`src/rtl/ltc2333_read_impl.sv`:
```
`timescale 1ns/1ps
// LTC2333 dual-chip serial readout: delays strobes to the SDO sample point, deserialises
// 24-bit words per lane, and queues formatted words into a FWFT AXI-Stream FIFO.
// Optional span checking with err_cnt is enabled by defining LTC2333_READ_SPAN_CHECK_EN.
module ltc2333_read_impl #(
  parameter int unsigned SAMPLE_DELAY = 2,
  parameter int unsigned FIFO_DEPTH   = 8
) (
  input  logic        clk,
  input  logic        aresetn,
  input  logic        frame_start,
  input  logic        bit_strobe,
  input  logic [3:0]  n_chan_frame,
  input  logic [2:0]  range,
  input  logic [1:0]  sdo,
  output logic [31:0] m_axis_tdata,
  output logic        m_axis_tvalid,
  input  logic        m_axis_tready,
  output logic        m_axis_tlast,
  output logic        overflow,
  input  logic        overflow_clr
`ifdef LTC2333_READ_SPAN_CHECK_EN
  , output logic [15:0] err_cnt
`endif
);

  localparam int unsigned AW = $clog2(FIFO_DEPTH);
  localparam int unsigned PW = AW + 1;

  typedef enum logic {IDLE, SHIFT} state_t;
  typedef enum logic [1:0] {PUSH_NONE, PUSH_CHIP0, PUSH_CHIP1} push_t;

  state_t state, state_nxt;
  push_t  push_ph;

  logic [SAMPLE_DELAY-1:0] start_pipe, strobe_pipe;
  logic        dstart, dstrobe, start_ok_c, word_done_c, frame_done_c;
  logic [4:0]  bit_cnt;
  logic [3:0]  word_cnt, n_lat;
  logic [23:0] sr0, sr1, pend0, pend1;
  logic        pend_last;

  assign dstart       = start_pipe[SAMPLE_DELAY-1];
  assign dstrobe      = strobe_pipe[SAMPLE_DELAY-1];
  assign start_ok_c   = dstart && (n_chan_frame != 4'd0);
  assign word_done_c  = (state == SHIFT) && dstrobe && (bit_cnt == 5'd23);
  assign frame_done_c = (word_cnt + 4'd1) == n_lat;

  // Align strobe/start with the cycle in which the matching SDO bit is valid
  always_ff @(posedge clk or negedge aresetn) begin
    if (!aresetn) begin
      start_pipe  <= '0;
      strobe_pipe <= '0;
    end else begin
      start_pipe  <= SAMPLE_DELAY'({start_pipe, frame_start});
      strobe_pipe <= SAMPLE_DELAY'({strobe_pipe, bit_strobe});
    end
  end

  always_ff @(posedge clk or negedge aresetn) begin
    if (!aresetn) state <= IDLE;
    else          state <= state_nxt;
  end

  always_comb begin
    state_nxt = state;
    case (state)
      IDLE:    if (start_ok_c) state_nxt = SHIFT;
      SHIFT:   if (!start_ok_c && word_done_c && frame_done_c) state_nxt = IDLE;
      default: state_nxt = IDLE;
    endcase
  end

  // Deserialiser and two-cycle push sequencer for the completed word pair
  always_ff @(posedge clk or negedge aresetn) begin
    if (!aresetn) begin
      bit_cnt   <= '0;
      word_cnt  <= '0;
      n_lat     <= '0;
      sr0       <= '0;
      sr1       <= '0;
      pend0     <= '0;
      pend1     <= '0;
      pend_last <= 1'b0;
      push_ph   <= PUSH_NONE;
    end else begin
      case (push_ph)
        PUSH_CHIP0: push_ph <= PUSH_CHIP1;
        PUSH_CHIP1: push_ph <= PUSH_NONE;
        default:    push_ph <= PUSH_NONE;
      endcase
      if (start_ok_c) begin
        bit_cnt  <= dstrobe ? 5'd1 : 5'd0;
        word_cnt <= '0;
        n_lat    <= n_chan_frame;
        if (dstrobe) begin
          sr0 <= {sr0[22:0], sdo[0]};
          sr1 <= {sr1[22:0], sdo[1]};
        end
      end else if (state == SHIFT && dstrobe) begin
        sr0 <= {sr0[22:0], sdo[0]};
        sr1 <= {sr1[22:0], sdo[1]};
        if (word_done_c) begin
          bit_cnt   <= '0;
          word_cnt  <= word_cnt + 4'd1;
          pend0     <= {sr0[22:0], sdo[0]};
          pend1     <= {sr1[22:0], sdo[1]};
          pend_last <= frame_done_c;
          push_ph   <= PUSH_CHIP0;
        end else begin
          bit_cnt <= bit_cnt + 5'd1;
        end
      end
    end
  end

  logic        push_c, push_chip_c, push_ok_c, pop_c, full_c, err_bit_c;
  logic [23:0] push_sr_c;
  logic [32:0] push_word_c, head_c;
  logic [32:0] mem [FIFO_DEPTH];
  logic [AW:0] wr_ptr, rd_ptr, wr_nxt_c, rd_nxt_c;

  assign push_c      = push_ph != PUSH_NONE;
  assign push_chip_c = push_ph == PUSH_CHIP1;
  assign push_sr_c   = push_chip_c ? pend1 : pend0;

`ifdef LTC2333_READ_SPAN_CHECK_EN
  assign err_bit_c = push_sr_c[2:0] != range;
`else
  assign err_bit_c = 1'b0;
`endif

  assign push_word_c = {push_chip_c && pend_last, err_bit_c, 6'd0, push_chip_c,
                        push_sr_c[5:3], push_sr_c[2:0], push_sr_c[23:6]};

  assign full_c    = (wr_ptr[AW] != rd_ptr[AW]) && (wr_ptr[AW-1:0] == rd_ptr[AW-1:0]);
  assign pop_c     = m_axis_tvalid && m_axis_tready;
  assign push_ok_c = push_c && (!full_c || pop_c);
  assign wr_nxt_c  = wr_ptr + PW'(push_ok_c);
  assign rd_nxt_c  = rd_ptr + PW'(pop_c);

  assign head_c       = mem[rd_ptr[AW-1:0]];
  assign m_axis_tdata = head_c[31:0];
  assign m_axis_tlast = head_c[32];

  // FWFT FIFO; storage is reset so the head reads as zero after reset
  always_ff @(posedge clk or negedge aresetn) begin
    if (!aresetn) begin
      for (int i = 0; i < FIFO_DEPTH; i++) mem[i] <= '0;
      wr_ptr        <= '0;
      rd_ptr        <= '0;
      m_axis_tvalid <= 1'b0;
      overflow      <= 1'b0;
    end else begin
      if (push_ok_c) mem[wr_ptr[AW-1:0]] <= push_word_c;
      wr_ptr        <= wr_nxt_c;
      rd_ptr        <= rd_nxt_c;
      m_axis_tvalid <= wr_nxt_c != rd_nxt_c;
      if (overflow_clr)              overflow <= 1'b0;
      else if (push_c && !push_ok_c) overflow <= 1'b1;
    end
  end

`ifdef LTC2333_READ_SPAN_CHECK_EN
  always_ff @(posedge clk or negedge aresetn) begin
    if (!aresetn) err_cnt <= '0;
    else if (push_ok_c && err_bit_c && err_cnt != 16'hFFFF) err_cnt <= err_cnt + 16'd1;
  end
`endif

endmodule

```
`config.mk`:
```
export PLATFORM = sky130hd
export DESIGN_NAME = ltc2333_read_impl
export DESIGN_NICKNAME = d
export VERILOG_FILES = /design/src/rtl/ltc2333_read_impl.sv
export SDC_FILE = /design/constraint.sdc
export NUM_CORES = 1
export LEC_CHECK = 0
export ABC_AREA = 0
export CAP_MARGIN = 20
export CORE_UTILIZATION = 54
export CTS_CLUSTER_DIAMETER = 50
export DETAILED_ROUTE_END_ITERATION = 10
export PLACE_DENSITY = 0.77
export SLEW_MARGIN = 20
export SYNTH_ARGS = -nofsm -noshare
export SYNTH_HDL_FRONTEND = slang
export SYNTH_SLANG_ARGS = --single-unit
export TNS_END_PERCENT = 50
```
`constraint.sdc`:
```
create_clock -name clk -period 6.6 [get_ports clk]
set_input_delay 1.98 -clock clk [delete_from_list [all_inputs] [get_ports clk]]
set_output_delay 1.98 -clock clk [all_outputs]
set_load 0.01 [all_outputs]
```
# After elaboration in Yosys (flattened, before gate mapping)
# Index checks and enable logic that the tools add are counted.
[classes] n_addsub=4 mul=0 n_div=0 order_cmp=3 n_eq_ne=8 shift=0 mux=29 n_bitwise=4 reduce_logical=23
[op_table] op="bitwise mux 264 bit" count=1
[op_table] op="two-way mux 23 bit" count=6
[op_table] op="binary-select mux 33 bit (select 3 bit)" count=1
[op_table] op="demux 33 bit (select 3 bit)" count=1
[op_table] op="two-way mux 33 bit" count=3
[op_table] op="two-way mux 24 bit" count=1
[op_table] op="two-way mux 5 bit" count=3
[op_table] op="two-way mux 4 bit" count=3
[op_table] op="logical AND 1 bit" count=11
[op_table] op="adder 4 x 1 -> 4 bit" count=2
[op_table] op="greater-or-equal comparator 4 bit (second input constant)" count=2
[op_table] op="two-way mux 2 bit" count=4
[op_table] op="NOT 3 -> 4 bit" count=2
[op_table] op="nonzero test 2 bit" count=4
[op_table] op="adder 5 x 1 -> 5 bit (second input constant)" count=1
[op_table] op="== test 5 bit (second input constant)" count=1
[op_table] op="two-way mux 1 bit" count=5
[op_table] op="adder 4 x 1 -> 4 bit (second input constant)" count=1
[op_table] op="== test 4 bit" count=1
[op_table] op="less-than comparator 4 x 1 -> 1 bit (second input constant)" count=1
[op_table] op="!= test 4 bit" count=1
[op_table] op="AND reduction 2 bit" count=2
[op_table] op="nonzero test 4 bit" count=1
[op_table] op="== test 3 bit" count=1
[op_table] op="other kinds (9)" count=12
[word_totals] reg_bits=389 latch_bits=0 ram_bits=0 romBits=0 in_bits=15 word_cells=95 mem_count=0

# Logic depth before layout (Yosys ltp)
# Gate-level depths: netlist of run 1.
[logic_depth] depth_word=9 ltp_mapped=10

# Least setup slack after synthesis of run 1
# Ideal clock, no wire load.
[synth_path] path_type="reg-to-output" from="register rd_ptr[0]" to="output m_axis_tdata[24]" arrival_time_ns=1.877 t_required_ns=4.620 setup_slack_ns=2.743 stages_incl_launch_ff=5 n_path_buf=2 cell_sequence="dfrtp_1 -> buf_4 -> buf_1 -> mux4_2 -> mux2_2"
[synth_between] elab_chain_cells=4
[synth_lines] item="start: declaration" line_no="121" source="logic [AW:0] wr_ptr, rd_ptr, wr_nxt_c, rd_nxt_c;"
[synth_lines] item="start signal: assignment" line_no="157" source="rd_ptr <= rd_nxt_c;"
[synth_lines] item="NOT 3 -> 4 bit (not written as such)" line_no="142" source="assign head_c = mem[rd_ptr[AW-1:0]];"
[synth_lines] item="binary-select mux 33 bit (select 3 bit)" line_no="142"
[synth_lines] item="two-way mux 33 bit (not written as such) (2 in a row)" line_no="142"
[synth_lines] item="end: declaration" line_no="16" source="output logic [31:0] m_axis_tdata,"
# Every way passes these cells. The select of a mux whose other input is x is not followed.

# Final worst setup path of run 1
[layout_path] from="register rd_ptr[0]" to="output m_axis_tdata[17]"
# The elaborated chain is that of the path after synthesis.

==> results of run 1 <==
## Yosys cell counts (all sizes together), types with 2 or more instances
master	count	area [um^2]
a211oi	2	20.0
a21oi	7	42.5
a22o	3	26.3
a31oi	5	31.3
and2	4	25.0
and3	4	25.0
and4	2	17.5
buf	52	312
clkbuf	9	33.8
dfrtp	333	8330
ha	6	75.1
inv	8	30.0
mux2	341	3840
mux4	52	1170
nand2	25	93.8
nand3	15	75.1
nor2	16	60.1
nor2b	5	31.3
nor3b	2	15.0
o21ai	2	13.8
o22ai	3	18.8
or2	3	18.8
xnor2	9	86.3
xor2	13	114
## report_power, final
| part | internal, mW | switching [mW] | leakage [nW] |
|---|---|---|---|
| sequential | 2.19 | 0.228 | 4.48 |
| clock | 1.20 | 0.811 | 0.590 |
| combinational | 0.337 | 0.284 | 2.84 |
## critical path: cells and delay by family, from the launching register on
family	cells	cell delay, ps
muxes	2	820
buffers and inverters	2	860
DFF	1	950
## metal layers
layer,vias up,track usage [%]
met5,-,0
met4,0,5.72
met3,36,3.28
met2,126,34.6
met1,4241,30.9
li1,3514,-
## flip-flops by register name (all words and copies together), names as in the netlist, 4 cells and up
| signal | cells |
|---|---|
| sr0 | 23 |
| sr1 | 23 |
| bit_cnt | 5 |
| rd_ptr | 4 |
| word_cnt | 4 |
| pend1 | 24 |
| pend0 | 24 |
| n_lat | 4 |
| wr_ptr | 4 |
| mem | 208 |
## per-stage QoR
step / power (mW) / util [%] / hold slack, ps
after floorplan: 2.84 / - / 331
after global placement: 3.06 / 58.4 / 337
after detailed placement: 3.08 / 58.4 / 344
after CTS: 5.11 / 63.0 / 358
after global routing: 5.26 / 63.0 / 362
final: 5.05 / 63.0 / 355
## kinds of logic (layout without fill, tap and decap cells)
logic type                 count (synthesis)  in the layout
other                                      1              7
xor gates and xnor gates                  22             22
DFF                                      333            333
AOI/OAI and AO/OA                         32             32
muxes                                    394            394
adders and majority gates                  6              6
buffers and inverters                     69            135
and+or+nand+nor                           82             82
## area by class of cell
class                      instances  area share, %
tap                              335           2.53
inverter                           8          0.181
multi-input combinational        543           36.3
timing repair buffer              61           3.45
clock inverter                    12          0.739
clock buffer                      54           6.58
sequential                       333           50.2
## worst paths after layout
kind,start,endpoint,slack (ps),cells after the start
worst min register to register,strobe_pipe[0]$_DFF_PN0_,strobe_pipe[1]$_DFF_PN0_,360,0
worst max-delay path,rd_ptr[0]$_DFF_PN0_,m_axis_tdata[17],1470,4
min in group asynchronous,aresetn,mem[87]$_DFFE_PN0P_,1450,1
worst min-delay path,strobe_pipe[0]$_DFF_PN0_,strobe_pipe[1]$_DFF_PN0_,360,0
worst max register to register,rd_ptr[2]$_DFF_PN0_,mem[9]$_DFFE_PN0P_,3070,6
max in group asynchronous,aresetn,rd_ptr[0]$_DFF_PN0_,3810,2
==> impl_metrics.csv, run 1 <==
group,metric,value,unit
routing,wl_per_cell,20.9,um
routing,vias,7917,
timing,postLayoutSetupSlackWorst,1470,ps
cells_and_area,drive_above_1_share,48.2,%
timing,final-hold-violation-count,0,
timing,worstMarginPinSlew,920,ps
placement,post-place-ws,1840,ps
timing,finClkSkew,17.9,ps
logic_synthesis,syn_avg_cell_area,15.6,um^2
cells_and_area,mostFrequentLayoutCells,"mux2_2 (340), dfrtp_1 (330), mux4_2 (52)",
placement,io_buffer_count,39,
critical_path,crit_path_end_kind,"output port",
timing,finalSetupViolCount,0,
cells_and_area,multi_input_area,0.00602,mm^2
clocking,clock_latency,520,ps
logic_synthesis,synthAdderAreaFrac,0.512,%
floorplan,initial_utilization,55.7,%
clocking,cts_tree,"yes",
routing,highest_layer,"met4",
timing,timing.fmax,0.195,GHz
timing,period_share,77.8,%
global_routing,antenna_found_initial,0,
critical_path,critPathKind,"reg -> out",
logic_synthesis,async_flop_share,100,%
worst_hold_path,worstHoldPathType,"reg -> reg",
placement,hpwl,16400,um
timing,period_needed,5130,ps
power_and_ir_drop,cellPowerDensity,304,mW/mm^2
cells_and_area,final_cells,1346,
power_and_ir_drop,leakagePower,7.92,nW
global_routing,grt_overflow,0,
logic_synthesis,yosysSeqAreaShare,56.8,%
logic_synthesis,synth_mux_area_share,34.2,%
clocking,holdBufCountCts,0,
placement,post-place-cells,1280,
cells_and_area,nNetsFinal,1005,
floorplan,io_pins,50,
placement,place.gp.congestion,0.808,
logic_synthesis,synth_simple_gate_area_share,2.75,%
routing,drt-pass1-iter-count,4,
critical_path,path_max_fanout,38,
routing,drt-initial-drc-count,489,
routing,drtAntennaViolNets,0,
routing,drc,0,
routing,routed_wl,28100,um
logic_synthesis,synth_top_family_by_area,"multiplexers",
critical_path,cp_cell_sequence,"buf_4, mux4_2, mux2_2, clkdlybuf4s50_1",
global_routing,grt_first_pass_wirelength,47200,um
clocking,cts.clk_slew.worst_paths,60,ps
critical_path,required,4620,ps
logic_synthesis,ys_types,50,
global_routing,grt_pass1_vias,8597,
cells_and_area,n_antenna_cell,0,
routing,wl_met2,13500,um
floorplan,dieHeight,167,um
logic_synthesis,synthXorXnorAreaFrac,1.36,%
logic_synthesis,synth_flop_cell,"dfrtp_1",
floorplan,num_rows,59,
critical_path,slowest_delay,950,ps
logic_synthesis,synth_compound_area_share,1.78,%
job,maxCapViolations,0,
logic_synthesis,ys_warn_count,0,
clocking,cts_buffer_depth,3,
clocking,ctsResizeCount,0,
critical_path,cp_slowest_cell,"dfrtp_4",
critical_path,start_kind,"flop",
floorplan,dieArea,0.0278,mm^2
floorplan,die_x,167,um
routing,wl_met3,983,um
routing,m1WireLength,13200,um
timing,maxSlewViolCount,0,
cells_and_area,nFillCells,1958,
cells_and_area,design_area,0.0166,mm^2
clocking,cts_buffers,37,
power_and_ir_drop,vdd.ir_drop.worst,212,uV
timing,setup_tns,0,ps
critical_path,cp_data_arrival_time,3150,ps
clocking,clock-sinks,333,
global_routing,grt_max_degree,105,
clocking,cts-root-buf,"clkbuf_16",
logic_synthesis,synth_edf_count,0,
logic_synthesis,ys_ff_latch,333,
logic_synthesis,syn_area,0.0147,mm^2
timing,slew-limit-headroom,38.5,%
cells_and_area,ff_latch_area,0.00834,mm^2
clocking,cts_setup_buffers,0,
floorplan,coreArea,0.0264,mm^2
placement,placed_area,0.0154,mm^2
run_status,outcome,"complete, no violations",
timing,rsz0062_at_grt,"no",
global_routing,grt_usage,21.6,%
cells_and_area,layout_commonest_cell,"mux2_2",
cells_and_area,syn_to_final_growth,13.1,%
clocking,htree_levels,2,
logic_synthesis,postSynthCellCount,939,
routing,viasPerCell,5.88,
Power figures use the tool's default switching activity.
==> inputs of run 2 (changes only) <==
PLACE_DENSITY = 0.79   (was 0.77)
clock period = 4.65 ns   (was 6.6 ns; I/O delays follow)
==> run 2 against run 1 <==
  * Register-to-register slack got worse by 1300 ps
  * Via count is 0.96% higher
  * Hold slack worse by 7.3 ps
  * Clock skew is 1.2 ps lower
  * Sequential power rose by 37%
  * Count of clock-buffer cells in the layout shrank 1
  * Combinational power is 63% higher
  * Die area unchanged
  * Non-clock buffer count up 8
  * Largest power group unchanged
==> impl_metrics.csv, run 2 (same netlist as run 1, synthesis figures left out) <==
group,metric,value,unit
run_status,outcome,"complete, no violations",
routing,viasPerCell,5.92,
clocking,htree_levels,2,
cells_and_area,regMostFlops,"mem",
timing,maxSlewViolCount,0,
timing,timing.fmax,0.233,GHz
placement,io_buffer_count,39,
power_and_ir_drop,p_clk_share,39.3,%
cells_and_area,largest_reg_flops,208,
power_and_ir_drop,vdd.ir_drop.worst,280,uV
worst_hold_path,worstHoldPathType,"reg -> reg",
critical_path,cp-startpoint,"rd_ptr[0]$_DFF_PN0_",
routing,drt-initial-drc-count,536,
floorplan,dieHeight,167,um
global_routing,grt_overflow,0,
routing,drc,0,
global_routing,grt_usage,21.9,%
timing,finClkSkew,16.7,ps
cells_and_area,layout_commonest_cell,"mux2_2",
clocking,clock_latency,510,ps
timing,worstMarginPinSlew,769,ps
clocking,cts_setup_buffers,0,
timing,setup_tns,0,ps
routing,drt-pass1-iter-count,4,
global_routing,antenna_found_initial,0,
critical_path,r2r_cells,10,
floorplan,io_pins,50,
floorplan,die_x,167,um
clocking,cts_buffers,36,
critical_path,reg2reg_slack,1750,ps
clocking,cts_tree,"yes",
timing,slew-limit-headroom,48.7,%
cells_and_area,drive_above_1_share,48.3,%
timing,worst_hold_slack,348,ps
clocking,cts-root-buf,"clkbuf_16",
cells_and_area,nFillCells,1892,
floorplan,num_rows,59,
clocking,holdBufCountCts,0,
timing,final-hold-violation-count,0,
cells_and_area,nNetsFinal,1012,
power_and_ir_drop,leakagePower,7.96,nW
clocking,cts_buffer_depth,3,
critical_path,crit_path_end_kind,"output port",
timing,finalSetupViolCount,0,
routing,vias,7993,
global_routing,grt_pass1_vias,8604,
cells_and_area,n_antenna_cell,0,
routing,routed_wl,28600,um
critical_path,required,3250,ps
critical_path,regToRegStartpoint,"rd_ptr[2]$_DFF_PN0_",
timing,period_share,92.4,%
floorplan,coreArea,0.0264,mm^2
power_and_ir_drop,cellPowerDensity,427,mW/mm^2
critical_path,cp_data_arrival_time,2900,ps
critical_path,r2r_end,"m_axis_tvalid$_DFF_PN0_",
power_and_ir_drop,swShare,25.8,%
floorplan,initial_utilization,55.7,%
floorplan,dieArea,0.0278,mm^2
critical_path,path_max_fanout,20,
critical_path,crit_end,"m_axis_tdata[23]",
routing,wl_per_cell,21.2,um
global_routing,grt_first_pass_wirelength,47700,um
routing,drtAntennaViolNets,0,
global_routing,grt_max_degree,99,
cells_and_area,top_regs,"mem: 208 flops, pend0: 24 flops, pend1: 24 flops",
clocking,cts.clk_slew.worst_paths,60,ps
power_and_ir_drop,fin_total_pwr,7.12,mW
clocking,ctsResizeCount,0,
timing,rsz0062_at_grt,"no",
power_and_ir_drop,p_comb_share,14.2,%
power_and_ir_drop,seqPwrFrac,46.4,%
cells_and_area,syn_to_final_growth,13.7,%
timing,period_needed,4290,ps
job,maxCapViolations,0,
power_and_ir_drop,switchingPower,1.83,mW
placement,hpwl,16900,um
clocking,clock-sinks,333,
power_and_ir_drop,p_int,5.29,mW
cells_and_area,mostFrequentLayoutCells,"mux2_2 (340), dfrtp_1 (331), mux4_2 (52)",
placement,place.gp.congestion,0.803,
critical_path,critPathKind,"reg -> out",
critical_path,start_kind,"flop",
[run 2: changes by cell type in the layout (fill, tap and decap cells not counted), sizes merged]
| cell | change |
|---|---|
| buf | +8 |
| clkinv | -4 |
| bufinv | +1 |
| clkbuf | -1 |
| clkinvlp | +1 |
| inv | -1 |
[run 2: area by class of cell]
type | instances | area [um^2] | area share [%]
Multi-Input combinational cell | 543 | 6020 | 36.1
Inverter | 8 | 30.0 | 0.180
Clock buffer | 53 | 1060 | 6.33
Tap cell | 335 | 419 | 2.51
Timing Repair Buffer | 69 | 708 | 4.25
Sequential cell | 333 | 8340 | 50.0
Clock inverter | 9 | 109 | 0.653
[run 2: through the flow]
step / utilization (%) / instance area, um^2 / setup WS [ps] / std cells
CTS: 63.3 / 16700 / 289 / 1350
global route: 63.3 / 16700 / 210 / 1350
finish: 63.3 / 16700 / 356 / 1350
floorplan: - / 14700 / 1380 / 945
detailed placement: 58.9 / 15500 / 806 / 1288
global placement: 58.9 / 15500 / 832 / 1288
[run 2: power groups by stage]
stage               logic [mW]  registers (mW)  clock network, mW
floorplan                0.781            3.25                  0
global placement          1.01            3.35                  0
detailed placement        1.02            3.36                  0
CTS                       1.03            3.31               2.86
global route              1.10            3.34               2.97
finish                    1.01            3.31               2.80
[run 2: per-layer routing]
metal  track usage (%)  share of wire (%)  vias to the layer above
met5                 0                  0                        -
met4              5.60                1.8                        0
met3              3.26                3.7                       45
met2              35.7                 48                      140
met1              31.0                 46                     4278
li1                  -                  -                     3530
[run 2: how the worst min path moves through the flow]
stage                                to                startpoint  cells past startpoint  slack [ps]
2_1_floorplan   start_pipe[1]$_DFF_PN0_   start_pipe[0]$_DFF_PN0_                      0         330
3_3_place_gp    start_pipe[1]$_DFF_PN0_   start_pipe[0]$_DFF_PN0_                      0         340
3_5_place_dp   strobe_pipe[1]$_DFF_PN0_  strobe_pipe[0]$_DFF_PN0_                      0         330
4_1_cts        strobe_pipe[1]$_DFF_PN0_  strobe_pipe[0]$_DFF_PN0_                      0         350
5_1_grt         start_pipe[1]$_DFF_PN0_   start_pipe[0]$_DFF_PN0_                      0         370
6_report       strobe_pipe[1]$_DFF_PN0_  strobe_pipe[0]$_DFF_PN0_                      0         350
[run 2: critical path, cell delays in order, from the launching register on]
cell	delay, ps
dfrtp_4	690
buf_4	340
mux4_2	540
mux2_2	310
clkdlybuf4s50_1	490
==> inputs of run 3 (changes only) <==
GPL_ROUTABILITY_DRIVEN = 0   (was unset)
==> results of run 3 <==
No change in the layout: final DEF, timing and power equal those of run 2.
